--- config.mk ---
export PLATFORM = sky130hd
export DESIGN_NAME = pipe_hazard_ctrl
export DESIGN_NICKNAME = d
export VERILOG_FILES = /design/src/rtl/pipe_hazard_pkg.sv /design/src/rtl/pipe_hazard_ctrl_fwd_unit.sv /design/src/rtl/pipe_hazard_ctrl.sv
export SDC_FILE = /design/constraint.sdc
export NUM_CORES = 1
export LEC_CHECK = 0
export ABC_AREA = 1
export BUFFER_PORTS_ARGS = -buffer_cell sky130_fd_sc_hd__buf_2
export CORE_UTILIZATION = 40
export CTS_CLUSTER_DIAMETER = 60
export DETAILED_ROUTE_END_ITERATION = 8
export GPL_ROUTABILITY_DRIVEN = 1
export PLACE_DENSITY = 0.69
export SLEW_MARGIN = 20
export SYNTH_ARGS = -nofsm -noshare
export SYNTH_HDL_FRONTEND = slang
export SYNTH_SLANG_ARGS = --single-unit
--- constraint.sdc ---
create_clock -name clk -period 4.9 [get_ports clk]
set_input_delay 1.47 -clock clk [delete_from_list [all_inputs] [get_ports clk]]
set_output_delay 1.47 -clock clk [all_outputs]
set_load 0.01 [all_outputs]
--- src/rtl/pipe_hazard_pkg.sv ---
`default_nettype none
// ============================================================================
// Module      : pipe_hazard_pkg
// Description : Shared types and constants for the pipeline hazard controller:
//               controller state encoding and Execute-stage forwarding selects.
// Revision    : 1.0 - initial release
// ============================================================================
package pipe_hazard_pkg;

    // Controller sequencing state
    typedef enum logic [1:0] {
        RUN     = 2'd0,
        MEMWAIT = 2'd1,
        ERR     = 2'd2
    } state_t;

    // Execute operand mux3 selects
    localparam logic [1:0] FWD_RF  = 2'b00;
    localparam logic [1:0] FWD_WB  = 2'b01;
    localparam logic [1:0] FWD_MEM = 2'b10;

endpackage
`default_nettype wire

--- src/rtl/pipe_hazard_ctrl_fwd_unit.sv ---
`default_nettype none
// ============================================================================
// Module      : fwd_unit
// Description : Forwarding select for one Execute-stage source operand.
//               The Memory stage result is younger, so it wins over Writeback.
//               Register x0 is never forwarded.
// Revision    : 1.0 - initial release
// ============================================================================
module fwd_unit
    import pipe_hazard_pkg::*;
(
    input  logic [4:0] rsE,
    input  logic [4:0] rdM,
    input  logic [4:0] rdW,
    input  logic       regwriteM,
    input  logic       regwriteW,
    output logic [1:0] fwd
);

    // Priority select: Memory result, then Writeback result, then regfile
    always_comb begin
        fwd = FWD_RF;
        if ((rsE != 5'd0) && regwriteM && (rdM == rsE)) begin
            fwd = FWD_MEM;
        end else if ((rsE != 5'd0) && regwriteW && (rdW == rsE)) begin
            fwd = FWD_WB;
        end
    end

endmodule
`default_nettype wire

--- src/rtl/pipe_hazard_ctrl.sv ---
`default_nettype none
// ============================================================================
// Module      : pipe_hazard_ctrl
// Description : Hazard and sequencing controller for the 5-stage pipeline.
//               Produces operand forwarding selects, stall/flush enables for
//               the pipeline registers, freezes the pipe on a slow data
//               memory (trapping to a sticky error on timeout) and maintains
//               wrap-around performance counters.
// Revision    : 1.0 - initial release
// ============================================================================
module pipe_hazard_ctrl
    import pipe_hazard_pkg::*;
#(
    parameter int CNT_W   = 32,
    parameter int TIMEOUT = 16
)(
    input  logic             clk,
    input  logic             reset,
    input  logic [4:0]       rs1D,
    input  logic [4:0]       rs2D,
    input  logic [4:0]       rs1E,
    input  logic [4:0]       rs2E,
    input  logic [4:0]       rdE,
    input  logic [4:0]       rdM,
    input  logic [4:0]       rdW,
    input  logic             regwriteM,
    input  logic             regwriteW,
    input  logic             loadE,
    input  logic             pcsrcE,
    input  logic             memreqM,
    input  logic             dmem_ready,
    input  logic             validW,
    output logic [1:0]       forwardAE,
    output logic [1:0]       forwardBE,
    output logic             stallF,
    output logic             stallD,
    output logic             stallE,
    output logic             stallM,
    output logic             flushD,
    output logic             flushE,
    output logic             flushW,
    output logic             mem_err,
    output logic [CNT_W-1:0] cyc_cnt,
    output logic [CNT_W-1:0] ret_cnt,
    output logic [CNT_W-1:0] stall_cnt,
    output logic [CNT_W-1:0] flush_cnt
);

    // TIMEOUT is capped at 255, so an 8-bit wait counter always suffices
    localparam int         c_WAIT_W    = 8;
    localparam logic [7:0] c_WAIT_LAST = 8'(TIMEOUT - 1);

    state_t              r_state;
    logic [c_WAIT_W-1:0] r_wait_cnt;
    logic                w_lw_stall;
    logic                w_memwait;

    // Operand A and B forwarding
    fwd_unit u_fwd_a (
        .rsE       (rs1E),
        .rdM       (rdM),
        .rdW       (rdW),
        .regwriteM (regwriteM),
        .regwriteW (regwriteW),
        .fwd       (forwardAE)
    );

    fwd_unit u_fwd_b (
        .rsE       (rs2E),
        .rdM       (rdM),
        .rdW       (rdW),
        .regwriteM (regwriteM),
        .regwriteW (regwriteW),
        .fwd       (forwardBE)
    );

    // Load-use hazard: Decode reads a register still being loaded in Execute
    assign w_lw_stall = loadE && (rdE != 5'd0) && ((rs1D == rdE) || (rs2D == rdE));

    // Memory freeze request; ERR keeps the pipe frozen until reset
    always_comb begin
        w_memwait = 1'b0;
        case (r_state)
            RUN:     w_memwait = memreqM && !dmem_ready;
            MEMWAIT: w_memwait = !dmem_ready;
            ERR:     w_memwait = 1'b1;
            default: w_memwait = 1'b1;
        endcase
    end

    // Stall and flush enables; a memory freeze overrides branch and load-use
    // handling so a branch held in Execute resolves once the wait ends
    always_comb begin
        stallF = w_lw_stall;
        stallD = w_lw_stall;
        stallE = 1'b0;
        stallM = 1'b0;
        flushD = pcsrcE;
        flushE = w_lw_stall || pcsrcE;
        flushW = 1'b0;
        if (w_memwait) begin
            stallF = 1'b1;
            stallD = 1'b1;
            stallE = 1'b1;
            stallM = 1'b1;
            flushD = 1'b0;
            flushE = 1'b0;
            flushW = 1'b1;
        end
    end

    // Sequencing FSM with wait timeout and sticky error flag
    always_ff @(posedge clk or posedge reset) begin
        if (reset) begin
            r_state    <= RUN;
            r_wait_cnt <= '0;
            mem_err    <= 1'b0;
        end else begin
            case (r_state)
                RUN: begin
                    if (w_memwait) begin
                        r_state    <= MEMWAIT;
                        r_wait_cnt <= 8'd1;
                    end
                end
                MEMWAIT: begin
                    if (dmem_ready) begin
                        r_state    <= RUN;
                        r_wait_cnt <= '0;
                    end else if (r_wait_cnt == c_WAIT_LAST) begin
                        r_state <= ERR;
                        mem_err <= 1'b1;
                    end else begin
                        r_wait_cnt <= r_wait_cnt + 8'd1;
                    end
                end
                ERR: begin
                    r_state <= ERR;
                end
                default: begin
                    r_state <= ERR;
                    mem_err <= 1'b1;
                end
            endcase
        end
    end

    // Wrap-around performance counters
    always_ff @(posedge clk or posedge reset) begin
        if (reset) begin
            cyc_cnt   <= '0;
            ret_cnt   <= '0;
            stall_cnt <= '0;
            flush_cnt <= '0;
        end else begin
            cyc_cnt   <= cyc_cnt + CNT_W'(1);
            ret_cnt   <= ret_cnt + CNT_W'(validW);
            stall_cnt <= stall_cnt + CNT_W'(stallF);
            flush_cnt <= flush_cnt + CNT_W'(pcsrcE && !w_memwait);
        end
    end

endmodule
`default_nettype wire

==> results of run 1 <==
[sequential cells by signal (all words and copies together), names as in the netlist]
signal      flops
r_state         2
cyc_cnt        32
stall_cnt      32
flush_cnt      32
ret_cnt        32
mem_err         1
r_wait_cnt      8
[synthesized netlist by cell type (2+ instances only)]
| cell type | instances | area share (%) |
|---|---|---|
| inv_1 | 101 | 4.7 |
| nand2_2 | 7 | 0.54 |
| buf_4 | 3 | 0.28 |
| nand3_2 | 8 | 1.0 |
| nor3_1 | 30 | 1.9 |
| nand4_1 | 29 | 2.3 |
| dfrtp_1 | 139 | 43 |
| nor2_4 | 14 | 2.0 |
| nor3_2 | 6 | 0.75 |
| xnor2_1 | 30 | 3.3 |
| ha_1 | 8 | 1.2 |
| o21ai_0 | 6 | 0.37 |
| nor3b_2 | 2 | 0.31 |
| nand3b_1 | 29 | 2.7 |
| inv_2 | 7 | 0.33 |
| nor2_1 | 129 | 6.0 |
| nand2_1 | 353 | 16 |
| nand2_4 | 2 | 0.28 |
| nand3_1 | 44 | 2.7 |
| nor2_2 | 13 | 1.0 |
| a21oi_1 | 2 | 0.12 |
| xor2_1 | 61 | 6.6 |
| and3_1 | 3 | 0.23 |
[per-layer routing]
metal | GRT usage (%) | up-vias | wire length (um)
li1 | - | 3681 | -
met3 | 3.865 | 33 | 922
met1 | 27.71 | 3407 | 9378
met2 | 33.50 | 188 | 9424
met5 | 0 | - | 0
met4 | 7.111 | 0 | 350
[critical path: cells and delay by family]
kind            cells  cell delay, ps
simple gates        2             300
compound gates      1              80
buf+inv             5             480
[stage by stage]
step	setup WS, ps	hold WS, ps	utilization, %	instance area [um^2]
after global placement	1107	441.9	47.44	9294
after floorplan	1287	481.2	-	8045
after global routing	931.4	503.3	50.73	9938
after detailed placement	1072	455.1	47.44	9294
final	1087	463.8	50.73	9938
after CTS	1071	469.9	50.73	9938
[power breakdown]
| group | internal (uW) | switching, uW | leakage (uW) |
|---|---|---|---|
| registers | 1210 | 79.4 | 0.00184 |
| logic | 123 | 179 | 0.00291 |
| clock network | 908 | 507 | 0.000317 |
[cell type report]
| cell class | instances | area, um^2 |
|---|---|---|
| clock inverters | 9 | 160.2 |
| clock buffers | 22 | 484.2 |
| multi-input cells | 787 | 4125 |
| inverters | 109 | 415.4 |
| repair buffers | 185 | 943.4 |
| fillers | 1919 | 9652 |
| flip-flops and latches | 139 | 3478 |
| well taps | 265 | 331.6 |
[worst min path at each step]
stage / start / end / slack [ps] / cells after the start
floorplan: r_state[0]$_DFFE_PP0P_ / mem_err$_DFFE_PP0P_ / 480 / 2
global placement: mem_err$_DFFE_PP0P_ / mem_err$_DFFE_PP0P_ / 440 / 2
detailed placement: mem_err$_DFFE_PP0P_ / mem_err$_DFFE_PP0P_ / 460 / 2
CTS: mem_err$_DFFE_PP0P_ / mem_err$_DFFE_PP0P_ / 470 / 2
global route: mem_err$_DFFE_PP0P_ / mem_err$_DFFE_PP0P_ / 500 / 2
finish: mem_err$_DFFE_PP0P_ / mem_err$_DFFE_PP0P_ / 460 / 2
[kinds of logic (layout without fill, tap and decap cells)]
family	Yosys count	after routing	share of synthesized area [%]
and+or+nand+nor	675	675	39.15
DFF	139	139	43.26
adders and majority gates	8	8	1.245
AOI/OAI and AO/OA	13	13	0.9958
buffers and inverters	113	325	5.446
xor gates and xnor gates	91	91	9.911
==> impl_metrics.csv, run 1 <==
group,metric,value,unit
route,drt_first_pass_iters,5,
sta,fmax,0.2622,GHz
floorplan,io_pins,184,
sta,min_period,3813,ps
sta,max_slew_margin,58.98,%
global_routing,grt_use_total,20.72,%
cells_and_area,fin_nets,1291,
cells_and_area,final_cell_mix,"353 x nand2_1, 183 x buf_2, 139 x dfrtp_1, 129 x nor2_1, 100 x inv_1",
worst_setup_path,worst-path-max-fanout,5,
synth,synth_ff_type,"dfrtp_1",
worst_setup_path,crit_top_cell,"inv_1",
worst_setup_path,rrSetupSlack,2450,ps
placed_design,place_inst,1485,
sta,fin_setup_tns,0,ps
cts,clk_path_buf_depth,2,
cells_and_area,layout_commonest_cell,"nand2_1",
cts,cts.sinks,139,
cts,cts_buffers,17,
floorplan,row_count,51,
route,via_count,7309,
floorplan,die_area,20670,um^2
global_routing,first_global_vias,6865,
synth,syn_nets,1091,
cts,postCtsSetupRepairBufs,0,
worst_setup_path,critPathSlowestCell,"nor2_1",
cts,clk_pin_slew,50,ps
pwr,power,3001,uW
route,drt_wl_total,20080,um
route,drc_errors,0,
route,via_per_inst,4.821,
cells_and_area,layout-drive-gt1-share,22.54,%
cts,clock-root-buffer,"clkbuf_16",
floorplan,start_util,41.05,%
floorplan,fp.dieW,143.8,um
worst_setup_path,worstSetupStartpoint,"dmem_ready",
worst_setup_path,r2r_start,"r_state[0]$_DFFE_PP0P_",
synth,ys_seq_area_share,43.26,%
sta,final.period_utilization,77.83,%
sta,rsz0062_at_grt,"no",
worst_setup_path,r2r_cells,14,
worst_setup_path,critPathLaunchType,"primary input",
synth,ys_ff_latch,139,
sta,drv_slew,0,
sta,worstMarginPinSlew,615.3,ps
cts,htree_levels,4,
worst_setup_path,end_kind,"output port",
cts,cts_resized,0,
sta,setup_viol,0,
synth,yosysUniqueCellTypes,36,
floorplan,core_area,19590,um^2
pwr,p_leak,0.005072,uW
floorplan,fp.dieH,143.8,um
route,wl_per_cell,13.24,um
run,cap_viol_max_count,0,
worst_setup_path,reg2reg_to,"flush_cnt[28]$_DFF_PP0_",
cells_and_area,diodes,0,
worst_setup_path,arrival,2340,ps
synth,netlist_area,8041,um^2
route,drt_iter0_markers,331,
cts,insertion_delay,420,ps
sta,finalHoldViolations,0,
cts,cts_hold_buf,0,
global_routing,grt_antenna_before_repair,0,
cts,cts_tree,"built",
worst_setup_path,worstSetupPathType,"primary input to output port",
run_status,status,"finished clean",
synth,async_flop_share,100.0,%
synth,synth_edf_count,0,
worst_setup_path,required,3430,ps
synth,syn-instance-count,1039,
synth,yosysWarnings,0,
min_path,hold_class,"flip-flop to flip-flop",
global_routing,grt_max_degree,93,
global_routing,grt.overflow.total,0,
synth,avgSynthCellArea,7.740,um^2
pwr,ir_worst_vdd,0.2373,mV
worst_setup_path,cp-endpoint,"flushD",
pwr,power_density,302.0,nW/um^2
worst_setup_path,critical-path-max-stage-delay,200,ps
placed_design,place_hpwl,15720,um
cells_and_area,area_delta_synth_final,23.59,%
placed_design,io_buffers,183,
worst_setup_path,path_cells,"buf_2, inv_1, o21ai_0, inv_1, nor2_1, nand2_1, inv_1, buf_2",
cells_and_area,instances_no_fill,1516,
placed_design,globalplace.congestion,0.9321,
global_routing,grt_pass1_wl,33590,um
route,ant_nets,0,
sta,skew,11.34,ps
(Power assumes the default switching activity.)
==> inputs of run 2 (changes only) <==
--- a/config.mk
+++ b/config.mk
@@ -5,13 +5,13 @@
 export SDC_FILE = /design/constraint.sdc
 export NUM_CORES = 1
 export LEC_CHECK = 0
-export ABC_AREA = 1
+export ABC_AREA = 0
 export BUFFER_PORTS_ARGS = -buffer_cell sky130_fd_sc_hd__buf_2
 export CORE_UTILIZATION = 40
 export CTS_CLUSTER_DIAMETER = 60
 export DETAILED_ROUTE_END_ITERATION = 8
 export GPL_ROUTABILITY_DRIVEN = 1
-export PLACE_DENSITY = 0.69
+export PLACE_DENSITY = 0.68
 export SLEW_MARGIN = 20
 export SYNTH_ARGS = -nofsm -noshare
 export SYNTH_HDL_FRONTEND = slang
==> constraint.sdc (replaced) <==
create_clock -name clk -period 3.7 [get_ports clk]
set_input_delay 1.11 -clock clk [delete_from_list [all_inputs] [get_ports clk]]
set_output_delay 1.11 -clock clk [all_outputs]
set_load 0.01 [all_outputs]
==> run 2 against run 1 <==
Effect of this change: sequential share of layout area increased by 6.7 points; global-route usage decreased by 3.7 points; wire length decreased by 33%; register-to-register slack got worse by 1400 ps; first-iteration DRC count decreased by 49%; critical path depth decreased by 2; sequential cell count unchanged; power increased by 34%; combinational power increased by 45%; utilization increased by 1.8 points; highest routed layer unchanged.
==> impl_metrics.csv, run 2 <==
group,metric,value,unit
run_status,status,"finished clean",
pwr,power.share.switching,24.67,%
sta,fmax,0.2820,GHz
cells_and_area,fin_nets,842,
global_routing,grt_pass1_wl,22510,um
synth,yosysMostFrequentCell,"dfrtp_1",
global_routing,busiest_layer,"met2",
worst_setup_path,critPathSlowestCell,"or4_1",
floorplan,start_util,40.83,%
route,drt_iter0_markers,169,
synth,synth_top_area_cell,"dfrtp_1",
global_routing,grt_use_total,17.06,%
cts,cts.sinks,139,
sta,min_period,3547,ps
floorplan,core_area,15890,um^2
route,drt_first_pass_iters,6,
cts,cts_hold_buf,0,
cells_and_area,layout_commonest_cell,"buf_2",
pwr,p_leak,0.004331,uW
global_routing,grt_max_degree,140,
synth,ys_ff_latch,139,
worst_setup_path,critPathLaunchType,"primary input",
pwr,power_density,480.9,nW/um^2
synth,async_flop_share,100.0,%
route,ant_nets,0,
cts,clk_pin_slew,60,ps
run,cap_viol_max_count,0,
cells_and_area,fillers,1422,
cts,cts_buffers,17,
placed_design,io_buffers,183,
min_path,hold_class,"flip-flop to flip-flop",
pwr,p_int,3023,uW
cts,cts_tree,"built",
synth,netlist_area,6486,um^2
cells_and_area,final_area,8344,um^2
cts,htree_levels,4,
cells_and_area,diodes,0,
cts,cts_resized,0,
floorplan,fp.dieH,129.3,um
placed_design,placed_cell_area,7700,um^2
worst_setup_path,worstSetupPathType,"primary input to output port",
global_routing,grt.overflow.total,0,
pwr,power_frac_clock,45.6,%
sta,rsz0062_at_grt,"no",
floorplan,row_count,46,
sta,max_slew_margin,49.35,%
sta,worst_slack,153.4,ps
global_routing,first_global_vias,4727,
synth,synth_edf_count,0,
cells_and_area,final_cell_mix,"183 x buf_2, 139 x dfrtp_1, 97 x xnor2_1, 59 x nand2_1, 54 x xor2_1",
global_routing,grt_antenna_before_repair,0,
pwr,seq_power_share,43.5,%
sta,fin_setup_tns,0,ps
pwr,ir_worst_vdd,0.3072,mV
worst_setup_path,required,2590,ps
sta,drv_slew,0,
route,drt_wl_total,13530,um
worst_setup_path,rrSetupSlack,1080,ps
global_routing,met1_usage,21.80,%
synth,synth_top_area_share,53.63,%
synth,synth_ff_type,"dfrtp_1",
worst_setup_path,worst-path-max-fanout,3,
cells_and_area,area_delta_synth_final,28.65,%
cells_and_area,multi_input_area,2922,um^2
pwr,combPwrFrac,10.9,%
synth,yosysWarnings,0,
cts,postCtsSetupRepairBufs,0,
route,via_count,4948,
sta,worstMarginPinSlew,759.8,ps
sta,finalHoldViolations,0,
floorplan,io_pins,184,
floorplan,fp.dieW,129.3,um
worst_setup_path,cp_num_buf_inv,3,
route,drc_errors,0,
worst_setup_path,cp_top_family,"simple AND/OR/NAND/NOR gates",
cts,clk_path_buf_depth,2,
sta,final.period_utilization,95.85,%
worst_setup_path,critical-path-max-stage-delay,500,ps
worst_setup_path,path_cells,"buf_2, or4_1, o21ai_0, o21ai_0, buf_4, buf_2",
worst_setup_path,arrival,2440,ps
sta,skew,8.578,ps
placed_design,pre_cts_slack,59.32,ps
cells_and_area,seqCellArea,3478,um^2
synth,yosysUniqueCellTypes,43,
synth,ys_seq_area_share,53.63,%
route,via_per_inst,4.856,
cts,insertion_delay,410,ps
synth,synth_common_cells,"139 x dfrtp_1, 97 x xnor2_1, 59 x nand2_1, 54 x xor2_1, 37 x nand3_1",
route,wl_per_cell,13.28,um
synth,synthTopCellsByArea,"dfrtp_1 54%, xnor2_1 13%, xor2_1 7.3%, nand2_1 3.4%, nand4_1 3.0%",
placed_design,place_hpwl,9909,um
floorplan,die_area,16730,um^2
sta,setup_viol,0,
worst_setup_path,end_kind,"output port",
cells_and_area,layout-drive-gt1-share,29.39,%
placed_design,globalplace.congestion,0.8258,
synth,avgSynthCellArea,11.01,um^2
pwr,power_switching,990.0,uW
synth,syn-instance-count,589,
synth,syn_nets,641,
global_routing,use_met2,27.42,%
global_routing,gr-usage-met3,5.285,%
cts,clock-root-buffer,"clkbuf_16",
-- run 2: cell types whose count changed after synthesis, sizes merged, moves of 12 or more --
cell	before	now
nand2	362	59
nor3	37	12
nand3b	29	0
nor4	0	12
nand3	53	37
xnor2	30	97
and3	3	28
nor2	157	37
inv	109	12
-- run 2: kinds of logic after synthesis --
logic type                 after synthesis  synth area share, %
DFF                                    139                53.63
buffers and inverters                   20                1.331
AOI/OAI and AO/OA                       22                2.064
adders and majority gates                8                1.543
xor gates and xnor gates               151                20.39
and+or+nand+nor                        249                21.05
-- run 2: final cells by class --
class	count	area share, %
Sequential cell	139	41.69
Multi-Input combinational cell	430	35.01
Timing Repair Buffer	190	11.76
Clock buffer	22	5.803
Tap cell	216	3.239
Clock inverter	10	1.919
Inverter	12	0.5848
-- run 2: layer usage --
| metal | up-vias | wire length, um |
|---|---|---|
| met5 | - | 0 |
| met4 | 0 | 143 |
| met3 | 13 | 805 |
| met2 | 142 | 6320 |
| met1 | 2367 | 6262 |
| li1 | 2426 | - |
-- run 2: path summary, 6_finish.rpt --
| kind | endpoint | startpoint | cells past startpoint |
|---|---|---|---|
| max reg2reg | stall_cnt[26]$_DFF_PP0_ | r_state[0]$_DFFE_PP0P_ | 11 |
| max in group asynchronous | flush_cnt[27]$_DFF_PP0_ | reset | 3 |
| min | ret_cnt[31]$_DFF_PP0_ | ret_cnt[31]$_DFF_PP0_ | 1 |
| min in group asynchronous | cyc_cnt[30]$_DFF_PP0_ | reset | 3 |
| min reg2reg | ret_cnt[31]$_DFF_PP0_ | ret_cnt[31]$_DFF_PP0_ | 1 |
| max | stallF | rdE[1] | 6 |
-- run 2: power by group through the flow --
stage                     combinational, uW  clock (uW)  sequential (uW)
after floorplan                         193           0             1810
after global placement                  441           0             1770
after detailed placement                446           0             1770
after CTS                               448        1870             1750
after global routing                    492        1950             1770
final                                   438        1830             1750
-- run 2: metrics by stage --
step	instances	utilization [%]	hold WS [ps]	total power [uW]
finish	1019	52.53	458.5	4013
global route	1019	52.53	475.7	4213
CTS	1019	52.53	466.1	4068
detailed placement	987	48.47	454.6	2220
global placement	987	48.47	452.9	2211
floorplan	589	-	457.0	1999
-- run 2: worst reg2reg max path, cell delays in order, from the launching register on --
cell	delay, ps
dfrtp_1	430
o21ai_0	140
nor2b_1	160
buf_4	150
o21ai_0	160
buf_4	190
ha_1	200
ha_1	280
nand2_1	150
nor4_2	340
nand4_1	170
xnor2_1	140
